File: config.mk
export PLATFORM = sky130hd
export DESIGN_NAME = memoria_dados_lat
export DESIGN_NICKNAME = d
export VERILOG_FILES = /design/src/rtl/mem_pkg.sv /design/src/rtl/memoria_nucleo.sv /design/src/rtl/memoria_dados_lat.sv
export SDC_FILE = /design/constraint.sdc
export NUM_CORES = 2
export LEC_CHECK = 0
export BUFFER_PORTS_ARGS = -buffer_cell sky130_fd_sc_hd__buf_2
export CORE_ASPECT_RATIO = 0.5
export CORE_UTILIZATION = 47
export CTS_BUF_LIST = sky130_fd_sc_hd__clkbuf_8 sky130_fd_sc_hd__clkbuf_16
export DETAILED_ROUTE_END_ITERATION = 6
export GPL_TIMING_DRIVEN = 0
export MAX_ROUTING_LAYER = met4
export SYNTH_ARGS = -nofsm -noshare
export SYNTH_HDL_FRONTEND = slang
export SYNTH_HIERARCHICAL = 1
export SYNTH_SLANG_ARGS = --single-unit
export TNS_END_PERCENT = 5
File: constraint.sdc
create_clock -name Clock -period 2.9 [get_ports Clock]
set_clock_uncertainty 0.2 [all_clocks]
set_input_delay 0.435 -clock Clock [delete_from_list [all_inputs] [get_ports Clock]]
set_output_delay 0.435 -clock Clock [all_outputs]
set_load 0.01 [all_outputs]
File: src/rtl/mem_pkg.sv
// ============================================================================
// Module : mem_pkg
// Brief  : Shared FSM states and latency-counter sizing for memoria_dados_lat.
// Rev    : 1.0
// ============================================================================
`default_nettype none

package mem_pkg;

   typedef enum logic [1:0] {
      OCIOSO  = 2'd0,
      LENDO   = 2'd1,
      ENTREGA = 2'd2
   } estado_t;

   localparam int LAT_MAX = 4;
   localparam int CNT_W   = $clog2(LAT_MAX + 1);

endpackage

`default_nettype wire

File: src/rtl/memoria_nucleo.sv
// ============================================================================
// Module : memoria_nucleo
// Brief  : DATA_W x DEPTH storage, synchronous write, combinational read, no reset.
// Rev    : 1.0
// ============================================================================
`default_nettype none

module memoria_nucleo #(
   parameter int DATA_W = 8,
   parameter int DEPTH  = 256,
   parameter int IDX_W  = 8
) (
   input  logic              clk_i,
   input  logic              we_i,
   input  logic [IDX_W-1:0]  waddr_i,
   input  logic [DATA_W-1:0] wdata_i,
   input  logic [IDX_W-1:0]  raddr_i,
   output logic [DATA_W-1:0] rdata_o
);

   logic [DATA_W-1:0] mem_q [DEPTH];

   always_ff @(posedge clk_i) begin
      if (we_i) begin
         mem_q[waddr_i] <= wdata_i;
      end
   end

   assign rdata_o = mem_q[raddr_i];

endmodule

`default_nettype wire

File: src/rtl/memoria_dados_lat.sv
// ============================================================================
// Module : memoria_dados_lat
// Brief  : nRisc data memory with configurable read latency, busy/valid
//          handshake, out-of-range and read/write conflict pulses.
// Rev    : 1.0
// ============================================================================
`default_nettype none

module memoria_dados_lat
   import mem_pkg::*;
#(
   parameter int DATA_W   = 8,
   parameter int ADDR_W   = 8,
   parameter int DEPTH    = 256,
   parameter int READ_LAT = 1
) (
   input  logic              Clock,
   input  logic              reset,
   input  logic              MemWrite,
   input  logic              MemRead,
   input  logic [ADDR_W-1:0] Endereco,
   input  logic [DATA_W-1:0] EscreveDado,
   output logic [DATA_W-1:0] LeDado,
   output logic              LeValido,
   output logic              Ocupado,
   output logic              ErroEnd,
   output logic              Conflito
);

   localparam int              c_IDX_W     = (DEPTH > 1) ? $clog2(DEPTH) : 1;
   localparam logic [ADDR_W:0] c_DEPTH_EXT = (ADDR_W + 1)'(DEPTH);

   estado_t            state_q;
   logic [CNT_W-1:0]   cnt_q;
   logic [c_IDX_W-1:0] addr_q;
   logic               oor_q;
   logic [DATA_W-1:0]  LeDado_q;
   logic               LeValido_q;
   logic               ErroEnd_q;
   logic               Conflito_q;

   logic               w_oor;
   logic               w_idle;
   logic               w_we;
   logic [DATA_W-1:0]  w_rdata;

   // Zero-extended compare keeps the test unsigned and exact when DEPTH == 2**ADDR_W.
   assign w_oor  = ({1'b0, Endereco} >= c_DEPTH_EXT);
   assign w_idle = (state_q == OCIOSO);
   assign w_we   = w_idle & MemWrite & ~w_oor;

   memoria_nucleo #(
      .DATA_W (DATA_W),
      .DEPTH  (DEPTH),
      .IDX_W  (c_IDX_W)
   ) u_nucleo (
      .clk_i   (Clock),
      .we_i    (w_we),
      .waddr_i (Endereco[c_IDX_W-1:0]),
      .wdata_i (EscreveDado),
      .raddr_i (addr_q),
      .rdata_o (w_rdata)
   );

   always_ff @(posedge Clock or negedge reset) begin
      if (!reset) begin
         state_q    <= OCIOSO;
         cnt_q      <= '0;
         addr_q     <= '0;
         oor_q      <= 1'b0;
         LeDado_q   <= '0;
         LeValido_q <= 1'b0;
         ErroEnd_q  <= 1'b0;
         Conflito_q <= 1'b0;
      end else begin
         LeValido_q <= 1'b0;
         ErroEnd_q  <= 1'b0;
         Conflito_q <= 1'b0;
         case (state_q)
            OCIOSO: begin
               if (MemWrite) begin
                  ErroEnd_q  <= w_oor;
                  Conflito_q <= MemRead;
               end else if (MemRead) begin
                  addr_q <= Endereco[c_IDX_W-1:0];
                  oor_q  <= w_oor;
                  if (READ_LAT == 1) begin
                     state_q <= ENTREGA;
                  end else begin
                     state_q <= LENDO;
                     cnt_q   <= CNT_W'(READ_LAT - 1);
                  end
               end
            end
            LENDO: begin
               cnt_q <= cnt_q - 1'b1;
               if (cnt_q == CNT_W'(1)) begin
                  state_q <= ENTREGA;
               end
            end
            ENTREGA: begin
               LeValido_q <= 1'b1;
               ErroEnd_q  <= oor_q;
               LeDado_q   <= oor_q ? '0 : w_rdata;
               state_q    <= OCIOSO;
            end
            default: state_q <= OCIOSO;
         endcase
      end
   end

   assign LeDado   = LeDado_q;
   assign LeValido = LeValido_q;
   assign Ocupado  = (state_q != OCIOSO);
   assign ErroEnd  = ErroEnd_q;
   assign Conflito = Conflito_q;

endmodule

`default_nettype wire

## Yosys cells after proc, flatten, opt, wreduce, memory -nomap -nowiden

Memory sizes are Yosys's and may differ from the RTL's. A register that Yosys moved wholly into a read port is not among the register bits.
Index checks and enable logic that the tools add are counted.

- Bits in registers: 15
- RAM bits: 2048
- Input bits: 20
- Output and inout port bits: 12
- Logic and storage cells: 29
- Memories: 1

Memories:

| name | depth | bits a word | rd ports | clocked after memory_dff | wr ports | RTL line | RTL |
|---|---|---|---|---|---|---|---|
| u_nucleo.mem_q | 256 | 8 | 1 | 1 | 1 | memoria_nucleo.sv:21 | `logic [DATA_W-1:0] mem_q [DEPTH];` |

- Add/subtract/negate cells: 1
- Equality and inequality tests: 6
- Mux-type cells: 9
- Bitwise gates (word level): 2
- Reductions and logical operators: 5

Operator list:

| operator | count |
|---|---|
| 2-bit 2-to-1 mux | 3 |
| 2-bit != test (second input constant) | 3 |
| 3-bit AND reduction | 2 |
| 1-bit 2-to-1 mux | 5 |
| 2-bit case mux with 2 select lines | 1 |
| 3-bit by 1-bit equality test with 1-bit output (second input constant) | 1 |
| 3-bit by 1-bit subtractor with 3-bit output (second input constant) | 1 |
| 2-bit by 1-bit equality test with 1-bit output (second input constant) | 1 |
| 2-bit equality test (second input constant) | 1 |
| 2-bit logical NOT | 1 |
| 2-bit nonzero test | 1 |
| 1-bit AND | 1 |
| 1-bit logical NOT | 1 |
| 1-bit NOT | 1 |

## Longest topological paths before layout

- Depth in word-level cells: 4
- Mapped depth: 12
- Gate-level depth less buffers: 7

## Modules after synthesis

The synthesis kept the hierarchy.

By module, submodules not included:

| module | instances | cells each | area each (um^2) |
|---|---|---|---|
| memoria_nucleo | 1 | 3725 | 79396.1 |
| memoria_dados_lat | 1 | 42 | 716.9 |

## Worst setup path before layout

No wires, ideal clock.

- Path type: register -> register
- Start: register addr_q[0]
- End: register LeDado_q[2], in the netlist LeDado[2]
- Setup time: 0.125 ns
- Data arrival time: 2.437 ns
- Slack: 0.138 ns
- Cell stages (with the launch flop): 11
- Period minus slack after synthesis: 2.762 ns
- Cell sequence: dfrtp_1 -> buf_6 -> buf_12 -> buf_8 -> buf_2 -> mux4_2 -> a22oi_1 -> a21oi_1 -> nor4_1 -> nor4_2 -> mux2_2

RTL lines:

| what | RTL line | RTL |
|---|---|---|
| start: declaration | memoria_dados_lat.sv:35 | `logic [c_IDX_W-1:0] addr_q;` |
| start signal: assignment | memoria_dados_lat.sv:85 | `addr_q <= Endereco[c_IDX_W-1:0];` |
| end signal: assignment | memoria_dados_lat.sv:104 | `LeDado_q <= oor_q ? '0 : w_rdata;` |
| end: declaration | memoria_dados_lat.sv:37 | `logic [DATA_W-1:0] LeDado_q;` |

==> impl_metrics.json <==
{
  "wl_mm": 251.1,
  "critPathRequiredTime_ns": 3.40,
  "num_vias": 43138,
  "ios": 32,
  "min_path_type": "in2reg",
  "synthFlopType": "edfxtp_1",
  "row_count": 106,
  "dieArea_sq_mm": 0.1722,
  "cts.htree.levels": 4,
  "power_density_mw_per_mm2": 739.4,
  "start_util": 0.4764,
  "setup_viol": 1398,
  "startpoint": "addr_q[1]",
  "path_max_fanout": 10,
  "drtPass1Iterations": 5,
  "fin_cells": 6494,
  "leakage_nw": 28.69,
  "synth-seq-area-share": 0.7736,
  "synth_area_per_cell_sq_um": 21.27,
  "drtAntennaViolNets": 0,
  "synth_warnings": 6,
  "crit_type": "reg2reg",
  "power_frac_seq": 0.478,
  "grt_pass1_vias": 41256,
  "rsz0062_at_grt": "true",
  "hold_viol": 0,
  "fin_crit_sh": 1.330,
  "synthArstFlopShare": 0.009192,
  "min_from": "EscreveDado[0]",
  "clock_latency_ns": 0.86,
  "grtUsageTotal": 0.3027,
  "min_period_ns": 3.857,
  "fmax_ghz": 0.2593,
  "multiInputGateArea_sq_mm": 0.01901,
  "globalplace.congestion": 0.9604,
  "core_sq_mm": 0.1682,
  "fin_ws_ns": -0.9570,
  "path_clk_slew_ns": 0.07,
  "most-common-layout-cells": "edfxtp_1, mux4_2, clkbuf_16",
  "dp_hpwl_mm": 164.7,
  "synth_edf_count": 2048,
  "swShare": 0.2717,
  "final_common_cell": "edfxtp_1",
  "outcome": "finished with violations",
  "worstSetupStartpointType": "flip-flop",
  "internal-power_mw": 50.38,
  "finalNetCount": 4089,
  "violations": "max-capacitance violations, max-slew violations, negative setup slack",
  "cp_data_arrival_time_ns": 4.36,
  "seqCellArea_sq_mm": 0.06198,
  "tns_ns": -154.18,
  "drtIter0Drc": 6687,
  "die_h_microns": 293.9,
  "die_w_microns": 585.9,
  "endpoint_kind": "flip-flop",
  "area_growth_pct": 16.78,
  "drc_errors": 0,
  "cts_tree": "built",
  "vias_per_cell": 6.643,
  "clkPwrFrac": 0.344,
  "cts_made_buffers": 179,
  "r2r-start": "addr_q[1]",
  "relSlewSlack": -0.1106,
  "port_buffers": 30,
  "grt_max_degree": 161,
  "synth_nets": 3787,
  "drv_cap": 2,
  "vdd_drop_max_uv": 787.1,
  "synth.distinct_cells": 58,
  "antenna_found_initial": 15,
  "wl_per_cell_microns": 38.66,
  "ys_ff_latch": 2067,
  "root_buffer": "clkbuf_16",
  "power.share.combinational": 0.178,
  "fill_cells": 12547,
  "tightest_slew_ns": 1.666,
  "layout-drive-gt1-share": 0.3250,
  "syn_area_sq_mm": 0.08011,
  "finalMaxSlewViolations": 22,
  "synthCells": 3767,
  "place_inst": 6078,
  "power.switching_mw": 18.80,
  "clock_path_buffers": 3,
  "gr-total-overflow": 0,
  "grt_pass1_wl_mm": 340.2,
  "clkSinkCount": 2067
}
## cell families after synthesis
logic type	after synthesis	share of synthesized area
mux	607	0.1474
flops	2067	0.7736
other cells	1	0.00004681
simple gates	469	0.02644
buf+inv	238	0.01855
compound gates	385	0.03395
## layer usage
| metal | vias to the layer above | share of wire | global-route usage |
|---|---|---|---|
| li1 | 16487 | - | - |
| met1 | 23298 | 0.39 | 0.4260 |
| met2 | 2913 | 0.44 | 0.4240 |
| met3 | 440 | 0.14 | 0.09402 |
| met4 | 0 | 0.033 | 0.09259 |
| met5 | - | 0 | - |
## synth_stat cells (16+ instances only)
master    number  area [sq um]
dfrtp_1       19         475.5
buf_6         23         259.0
o221ai_1      46         402.9
nor4_1        24         150.1
nand3_1       34         170.2
a22oi_1      133         998.5
nand2_1       33         123.9
a211oi_1      16         120.1
buf_4         28         210.2
mux2i_1      134          1341
nor2b_1       31         193.9
mux4_2       454         10220
edfxtp_1    2048         61500
buf_2         31         155.2
mux2_2        17         191.4
nor3_1        22         110.1
a21oi_1       96         480.5
nor2_1       282          1059
o22ai_1       28         175.2
clkbuf_1     111         416.7
buf_1         22         82.58
## worst paths after layout
path / end / slack, ns / depth (start not counted)
setup / recovery: LeDado[1] / -0.96 / 10
hold / removal: u_nucleo/mem_q[136][0] / 0.06 / 2
setup reg to reg: LeDado[1] / -0.96 / 10
hold reg to reg: LeValido / 0.21 / 0
max in group asynchronous: addr_q[1] / 1.84 / 4
min in group asynchronous: LeDado[6] / 0.46 / 4
## through the flow
step	hold slack [ns]	total power [mW]	instance area (sq um)	util	worst slack [ns]
after floorplan	-0.06059	39.02	80110	-	0.1385
after global placement	0.1953	43.81	83100	0.4941	-3.289
after detailed placement	0.2070	43.85	83520	0.4966	-2.856
after CTS	0.05469	68.78	92750	0.5515	-0.7637
after global routing	0.07065	70.53	93550	0.5563	-0.8885
final	0.05918	69.18	93560	0.5563	-0.9570
## registers in the layout, summed over array words and instances (netlist names)
name,cells
u_nucleo/mem_q,2048
LeDado,8
addr_q,8
Conflito,1
LeValido,1
state_q,1
## critical path, stage by stage (launching register included)
cell	delay [ns]
dfrtp_2	0.44
buf_2	0.22
buf_8	0.26
buf_4	0.28
buf_6	0.29
mux4_2	0.34
o211ai_1	0.26
nand3_2	0.19
nor4_4	0.76
nor4_4	0.14
mux2_4	0.29
## what timing repair did
item	4_1_cts	5_1_grt
setup buffers	38	13
endpoints found under the setup margin	2048	1725
hold buffers	25	0
gates resized for setup	728	158
pin swaps	35	37
gates cloned	4	1
hold endpoints to repair	479	0
## final cells by class
type | instances | share of cell area
well taps | 2268 | 0.03033
diodes | 14 | 0.0003745
clock buffers | 192 | 0.05039
clock inverters | 132 | 0.01066
inverters | 2 | 0.00009361
plain buffers | 233 | 0.02704
flip-flops and latches | 2067 | 0.6625
multi-input cells | 1462 | 0.2032
repair buffers | 124 | 0.01549
## power by group through the flow
stage / logic, mW / registers [mW] / clock network [mW]
4_1_cts: 11.8 / 33.0 / 24.0
6_report: 12.3 / 33.0 / 23.8
3_3_place_gp: 10.0 / 33.8 / 0
2_1_floorplan: 5.37 / 33.6 / 0
3_5_place_dp: 10.2 / 33.7 / 0
5_1_grt: 12.4 / 33.0 / 25.1
(Power assumes the default switching activity.)
